<file path="config.mk">
export PLATFORM = sky130hd
export DESIGN_NAME = router_fsm
export DESIGN_NICKNAME = d
export VERILOG_FILES = /design/src/rtl/router_pkg.sv /design/src/rtl/router_fsm.sv
export SDC_FILE = /design/constraint.sdc
export NUM_CORES = 1
export LEC_CHECK = 0
export ABC_CLOCK_PERIOD_IN_PS = 1600
export CAP_MARGIN = 0
export CORE_UTILIZATION = 25
export DETAILED_ROUTE_END_ITERATION = 16
export DONT_BUFFER_PORTS = 1
export GPL_TIMING_DRIVEN = 0
export SLEW_MARGIN = 20
export SYNTH_ARGS = -nofsm -noshare
export SYNTH_HDL_FRONTEND = slang
export SYNTH_SLANG_ARGS = --single-unit
</file>
<file path="constraint.sdc">
create_clock -name clock -period 1.6 [get_ports clock]
set_input_delay 0.16 -clock clock [delete_from_list [all_inputs] [get_ports clock]]
set_output_delay 0.16 -clock clock [all_outputs]
set_load 0.01 [all_outputs]
</file>
<file path="src/rtl/router_pkg.sv">
// Shared definitions for the 1x3 router: packet-control state encoding and
// header address constants.
package router_pkg;

    localparam int ADDR_W  = 2;
    localparam int STATE_W = 3;

    localparam logic [ADDR_W-1:0] INVALID_ADDR = 2'b11;

    typedef enum logic [STATE_W-1:0] {
        DECODE_ADDRESS     = 3'd0,
        LOAD_FIRST_DATA    = 3'd1,
        LOAD_DATA          = 3'd2,
        LOAD_PARITY        = 3'd3,
        FIFO_FULL_STATE    = 3'd4,
        LOAD_AFTER_FULL    = 3'd5,
        WAIT_TILL_EMPTY    = 3'd6,
        CHECK_PARITY_ERROR = 3'd7
    } state_t;

    // Picks the per-port flag addressed by a destination; the invalid
    // address has no port behind it and always reads as 0.
    function automatic logic port_flag(input logic [2:0] flags,
                                       input logic [ADDR_W-1:0] addr);
        logic r;
        r = 1'b0;
        case (addr)
            2'd0:    r = flags[0];
            2'd1:    r = flags[1];
            2'd2:    r = flags[2];
            default: r = 1'b0;
        endcase
        return r;
    endfunction

endpackage

</file>
<file path="src/rtl/router_fsm.sv">
// Packet-control FSM for the 1x3 router: sequences header decode, payload,
// FIFO-full stall and parity phases; all strobes are Moore decodes of state.
module router_fsm
    import router_pkg::*;
(
    input  logic              clock,
    input  logic              resetn,
    input  logic              pkt_valid,
    input  logic [ADDR_W-1:0] data_in,
    input  logic              fifo_full,
    input  logic              fifo_empty_0,
    input  logic              fifo_empty_1,
    input  logic              fifo_empty_2,
    input  logic              soft_reset_0,
    input  logic              soft_reset_1,
    input  logic              soft_reset_2,
    input  logic              parity_done,
    input  logic              low_pkt_valid,
    output logic [ADDR_W-1:0] dest_addr,
    output logic              detect_add,
    output logic              lfd_state,
    output logic              ld_state,
    output logic              laf_state,
    output logic              full_state,
    output logic              write_enb_reg,
    output logic              rst_int_reg,
    output logic              busy
);

    state_t            r_state;
    logic [ADDR_W-1:0] r_dest_addr;

    logic [2:0] w_fifo_empty;
    logic [2:0] w_soft_reset;
    logic       w_soft_reset_sel;
    logic       w_hdr_valid;
    logic       w_hdr_port_empty;
    logic       w_dest_port_empty;

    assign w_fifo_empty = {fifo_empty_2, fifo_empty_1, fifo_empty_0};
    assign w_soft_reset = {soft_reset_2, soft_reset_1, soft_reset_0};

    // Only the timeout of the port this packet is bound for may abort it.
    assign w_soft_reset_sel  = port_flag(w_soft_reset, r_dest_addr);
    assign w_hdr_valid       = pkt_valid && (data_in != INVALID_ADDR);
    assign w_hdr_port_empty  = port_flag(w_fifo_empty, data_in);
    assign w_dest_port_empty = port_flag(w_fifo_empty, r_dest_addr);

    always_ff @(posedge clock) begin
        if (!resetn) begin
            r_state     <= DECODE_ADDRESS;
            r_dest_addr <= '0;
        end else if (w_soft_reset_sel) begin
            r_state <= DECODE_ADDRESS;
        end else begin
            case (r_state)
                DECODE_ADDRESS: begin
                    if (w_hdr_valid) begin
                        r_dest_addr <= data_in;
                        r_state     <= w_hdr_port_empty ? LOAD_FIRST_DATA
                                                        : WAIT_TILL_EMPTY;
                    end
                end
                LOAD_FIRST_DATA: r_state <= LOAD_DATA;
                LOAD_DATA: begin
                    // A full FIFO wins over end-of-packet so the last byte is not lost.
                    if (fifo_full)
                        r_state <= FIFO_FULL_STATE;
                    else if (!pkt_valid)
                        r_state <= LOAD_PARITY;
                end
                FIFO_FULL_STATE: begin
                    if (!fifo_full)
                        r_state <= LOAD_AFTER_FULL;
                end
                LOAD_AFTER_FULL: begin
                    if (parity_done)
                        r_state <= DECODE_ADDRESS;
                    else if (low_pkt_valid)
                        r_state <= LOAD_PARITY;
                    else
                        r_state <= LOAD_DATA;
                end
                LOAD_PARITY: r_state <= CHECK_PARITY_ERROR;
                CHECK_PARITY_ERROR: begin
                    r_state <= fifo_full ? FIFO_FULL_STATE : DECODE_ADDRESS;
                end
                WAIT_TILL_EMPTY: begin
                    if (w_dest_port_empty)
                        r_state <= LOAD_FIRST_DATA;
                end
                default: r_state <= DECODE_ADDRESS;
            endcase
        end
    end

    assign dest_addr     = r_dest_addr;
    assign detect_add    = (r_state == DECODE_ADDRESS);
    assign lfd_state     = (r_state == LOAD_FIRST_DATA);
    assign ld_state      = (r_state == LOAD_DATA);
    assign laf_state     = (r_state == LOAD_AFTER_FULL);
    assign full_state    = (r_state == FIFO_FULL_STATE);
    assign write_enb_reg = (r_state == LOAD_DATA) || (r_state == LOAD_PARITY) ||
                           (r_state == LOAD_AFTER_FULL);
    assign rst_int_reg   = (r_state == CHECK_PARITY_ERROR);
    assign busy          = !((r_state == DECODE_ADDRESS) || (r_state == LOAD_DATA));

endmodule

</file>
==> flow_summary.toml <==
[global_route]
gr-usage-met3_pct = 4.90
grt_pass1_wl_mm = 1.56
grt.total_usage_pct = 10.7
grtUsageMet2_pct = 16.5
met1_usage_pct = 14.1
grt_pass1_vias = 379
antenna_found_initial = 0
gr-total-overflow = 0
grt_start_max_net_pins = 11
grt-busiest-layer = "met2"

[place]
post-dp-hpwl_um = 798
io_buffers = 0
pre_cts_slack_ns = -0.0138
gp_congestion = 0.762

[logic_synthesis]
synth_area_leader_cell = "dfxtp_1"
postSynthRegisterBits = 5
synth_compound_area_share_pct = 28.2
yosysWarnings = 0
synth_area_per_cell_um2 = 7.91
syn_inst = 56
synth-edff-count = 0
synthesis.nets = 70
synth_most_common_cell = "dfxtp_1"
synth_top_family_by_area = "simple AND/OR/NAND/NOR gates"
netlist_area_um2 = 443
ys_types = 34
synthMuxAreaShare_pct = 7.06
synthAdderAreaFrac_pct = 2.26
async_flop_share_pct = 0
synth_flop_cell = "dfxtp_1"
netlist_top_cells_area = "dfxtp_1 (23%), mux2i_1 (4.5%), nand4_1 (4.2%)"
synth_top_cells_by_count = "dfxtp_1 (5), inv_1 (4), nor2_1 (4)"
yosysSeqAreaShare_pct = 22.6
netlist.area_leader.share_pct = 22.6
synthSimpleGateAreaFrac_pct = 29.4
synth-xor-area-share_pct = 0

[hold_path]
hold_start = "data_in[1]"
whs_endpoint = "dest_addr[1]$_SDFFE_PN0P_"
hold_class = "in -> reg"
hold_depth = 2

[worst_setup_path]
crit_buf_inv = 0
cp_data_required_time_ns = 1.77
crit_fanout = 5
cpPeakStageDelay_ns = 0.48
critPathCaptureType = "register"
cpMaxStageDelayCell = "dfxtp_1"
r2r_slack_ns = 0.07
path_class = "reg -> reg"
critPathTopFamily = "flip-flops"
start_kind = "register"
reg2reg_depth = 4
arrival_ns = 1.70
reg2reg_to = "r_state[2]$_SDFFE_PP0P_"
cp_cell_sequence = "mux2_2, a221o_1, nand4_1, o311a_1"
r2r-start = "dest_addr[1]$_SDFFE_PN0P_"

[floorplan]
start_util_pct = 28.1
fp.dieW_um = 44.1
dieHeight_um = 44.1
coreArea_um2 = 1580
design.die.area_um2 = 1940
num_rows = 14
ios = 24

[power_and_ir_drop]
powerDensity_nw_per_um2 = 918
leakage_nw = 0.211
vdd_drop_max_mv = 0.423

[clocking]
cts_tree = "built"
clk_pin_slew_worst_paths_ns = 0.04
numCtsBuffers = 3
cts_setup_buffers = 0
clock_latency_ns = 0.23
holdBufCountCts = 0
ctsHtreeMaxLevel = 1
cts.sinks = 5
cts_root_buf = "clkbuf_4"
cts_buffer_depth = 2
cts_resized = 2

[status]
status = "finished, violations left"
violations = "DRC"

[cells_and_area]
nNetsFinal = 75
layout-drive-gt1-share_pct = 28.3
fillerInstances = 169
n_antenna_cell = 0
area_delta_synth_final_pct = 16.4

[drt]
wl_per_cell_um = 14.1
num_vias = 419
detail_route.vias_per_cell = 5.51
drt_iter0_drc = 5
dr.pass1.iters = 10
wl_mm = 1.07
final_antenna_net_count = 0
drc_errors = 2

[timing]
min_period_over_period_pct = 95.5
setup_viol = 0
slew-limit-headroom_pct = 68.2
max_slew.worst_pin.slew_ns = 0.475
final-hold-violation-count = 0
fin_setup_tns_ns = 0
worst_slack_ns = 0.0722
final.min_clock_period_ns = 1.53
fmax_mhz = 655
slew_viol_final = 0
clock_skew_ns = 0.0000618

[flow_run]
drv_cap = 0
==> layout by cell type, fill, tap and decap left out, types with 2 or more instances in the layout <==
cell type / instances
clkbuf_4: 3
nand3b_1: 2
nor2_1: 4
nand2_1: 2
mux2i_1: 2
inv_1: 4
o21ai_0: 3
a21oi_1: 3
nand4_1: 3
buf_2: 2
dfxtp_1: 4
nor3b_2: 2
==> cells by family after synthesis <==
| group | after synthesis |
|---|---|
| AO/OA/AOI/OAI | 17 |
| adder cells (fa/ha/maj) | 1 |
| buffers and inverters | 9 |
| flip-flops | 5 |
| multiplexers | 3 |
| AND/OR/NAND/NOR | 21 |
==> worst register-to-register path, stage by stage (launching register included) <==
cell and delay (ns):
dfxtp_1 0.48, mux2_2 0.37, a221o_1 0.29, nand4_1 0.14, o311a_1 0.18
==> worst max path at each step <==
stage	from	end	slack, ns	cells past startpoint
after floorplan	r_state[2]$_SDFFE_PP0P_	r_state[0]$_SDFFE_PP0P_	0.18	5
after global placement	r_state[0]$_SDFFE_PP0P_	r_state[2]$_SDFFE_PP0P_	-0.03	5
after detailed placement	r_state[0]$_SDFFE_PP0P_	r_state[2]$_SDFFE_PP0P_	-0.01	5
after CTS	r_state[0]$_SDFFE_PP0P_	r_state[2]$_SDFFE_PP0P_	0.001	5
after global routing	r_state[2]$_SDFFE_PP0P_	r_state[0]$_SDFFE_PP0P_	-0.0005	5
final	dest_addr[1]$_SDFFE_PN0P_	r_state[2]$_SDFFE_PP0P_	0.07	4
==> per-stage QoR <==
stage	instance area [um^2]	hold WS (ns)	util, %	power, mW	instances
after floorplan	443	0.310	-	0.290	56
after global placement	463	0.325	29.4	0.313	72
after detailed placement	463	0.326	29.4	0.315	72
after CTS	499	0.0700	31.7	0.467	76
after global routing	515	0.0912	32.7	0.511	76
final	515	0.0881	32.7	0.473	76
==> metal layers <==
layer / vias up / part of all wire [%]
met5: - / 0
met4: 0 / 0
met3: 0 / 7.0
met2: 15 / 47
met1: 186 / 46
li1: 218 / -
==> sequential cells by signal, indices dropped and copies added (netlist names) <==
signal     cells
r_state        3
dest_addr      2
==> layout make-up <==
cell class,count,area [um^2],area share [%]
clock buffers,4,26.3,5.10
multi-input cells,42,322,62.4
flip-flops and latches,5,101,19.7
well taps,16,20.0,3.88
plain buffers,3,21.3,4.13
inverters,6,25.0,4.85
==> power breakdown <==
group / internal [mW] / switching (mW)
clock: 0.0939 / 0.0451
combinational: 0.0798 / 0.108
sequential: 0.137 / 0.00896
(Power assumes the default switching activity.)
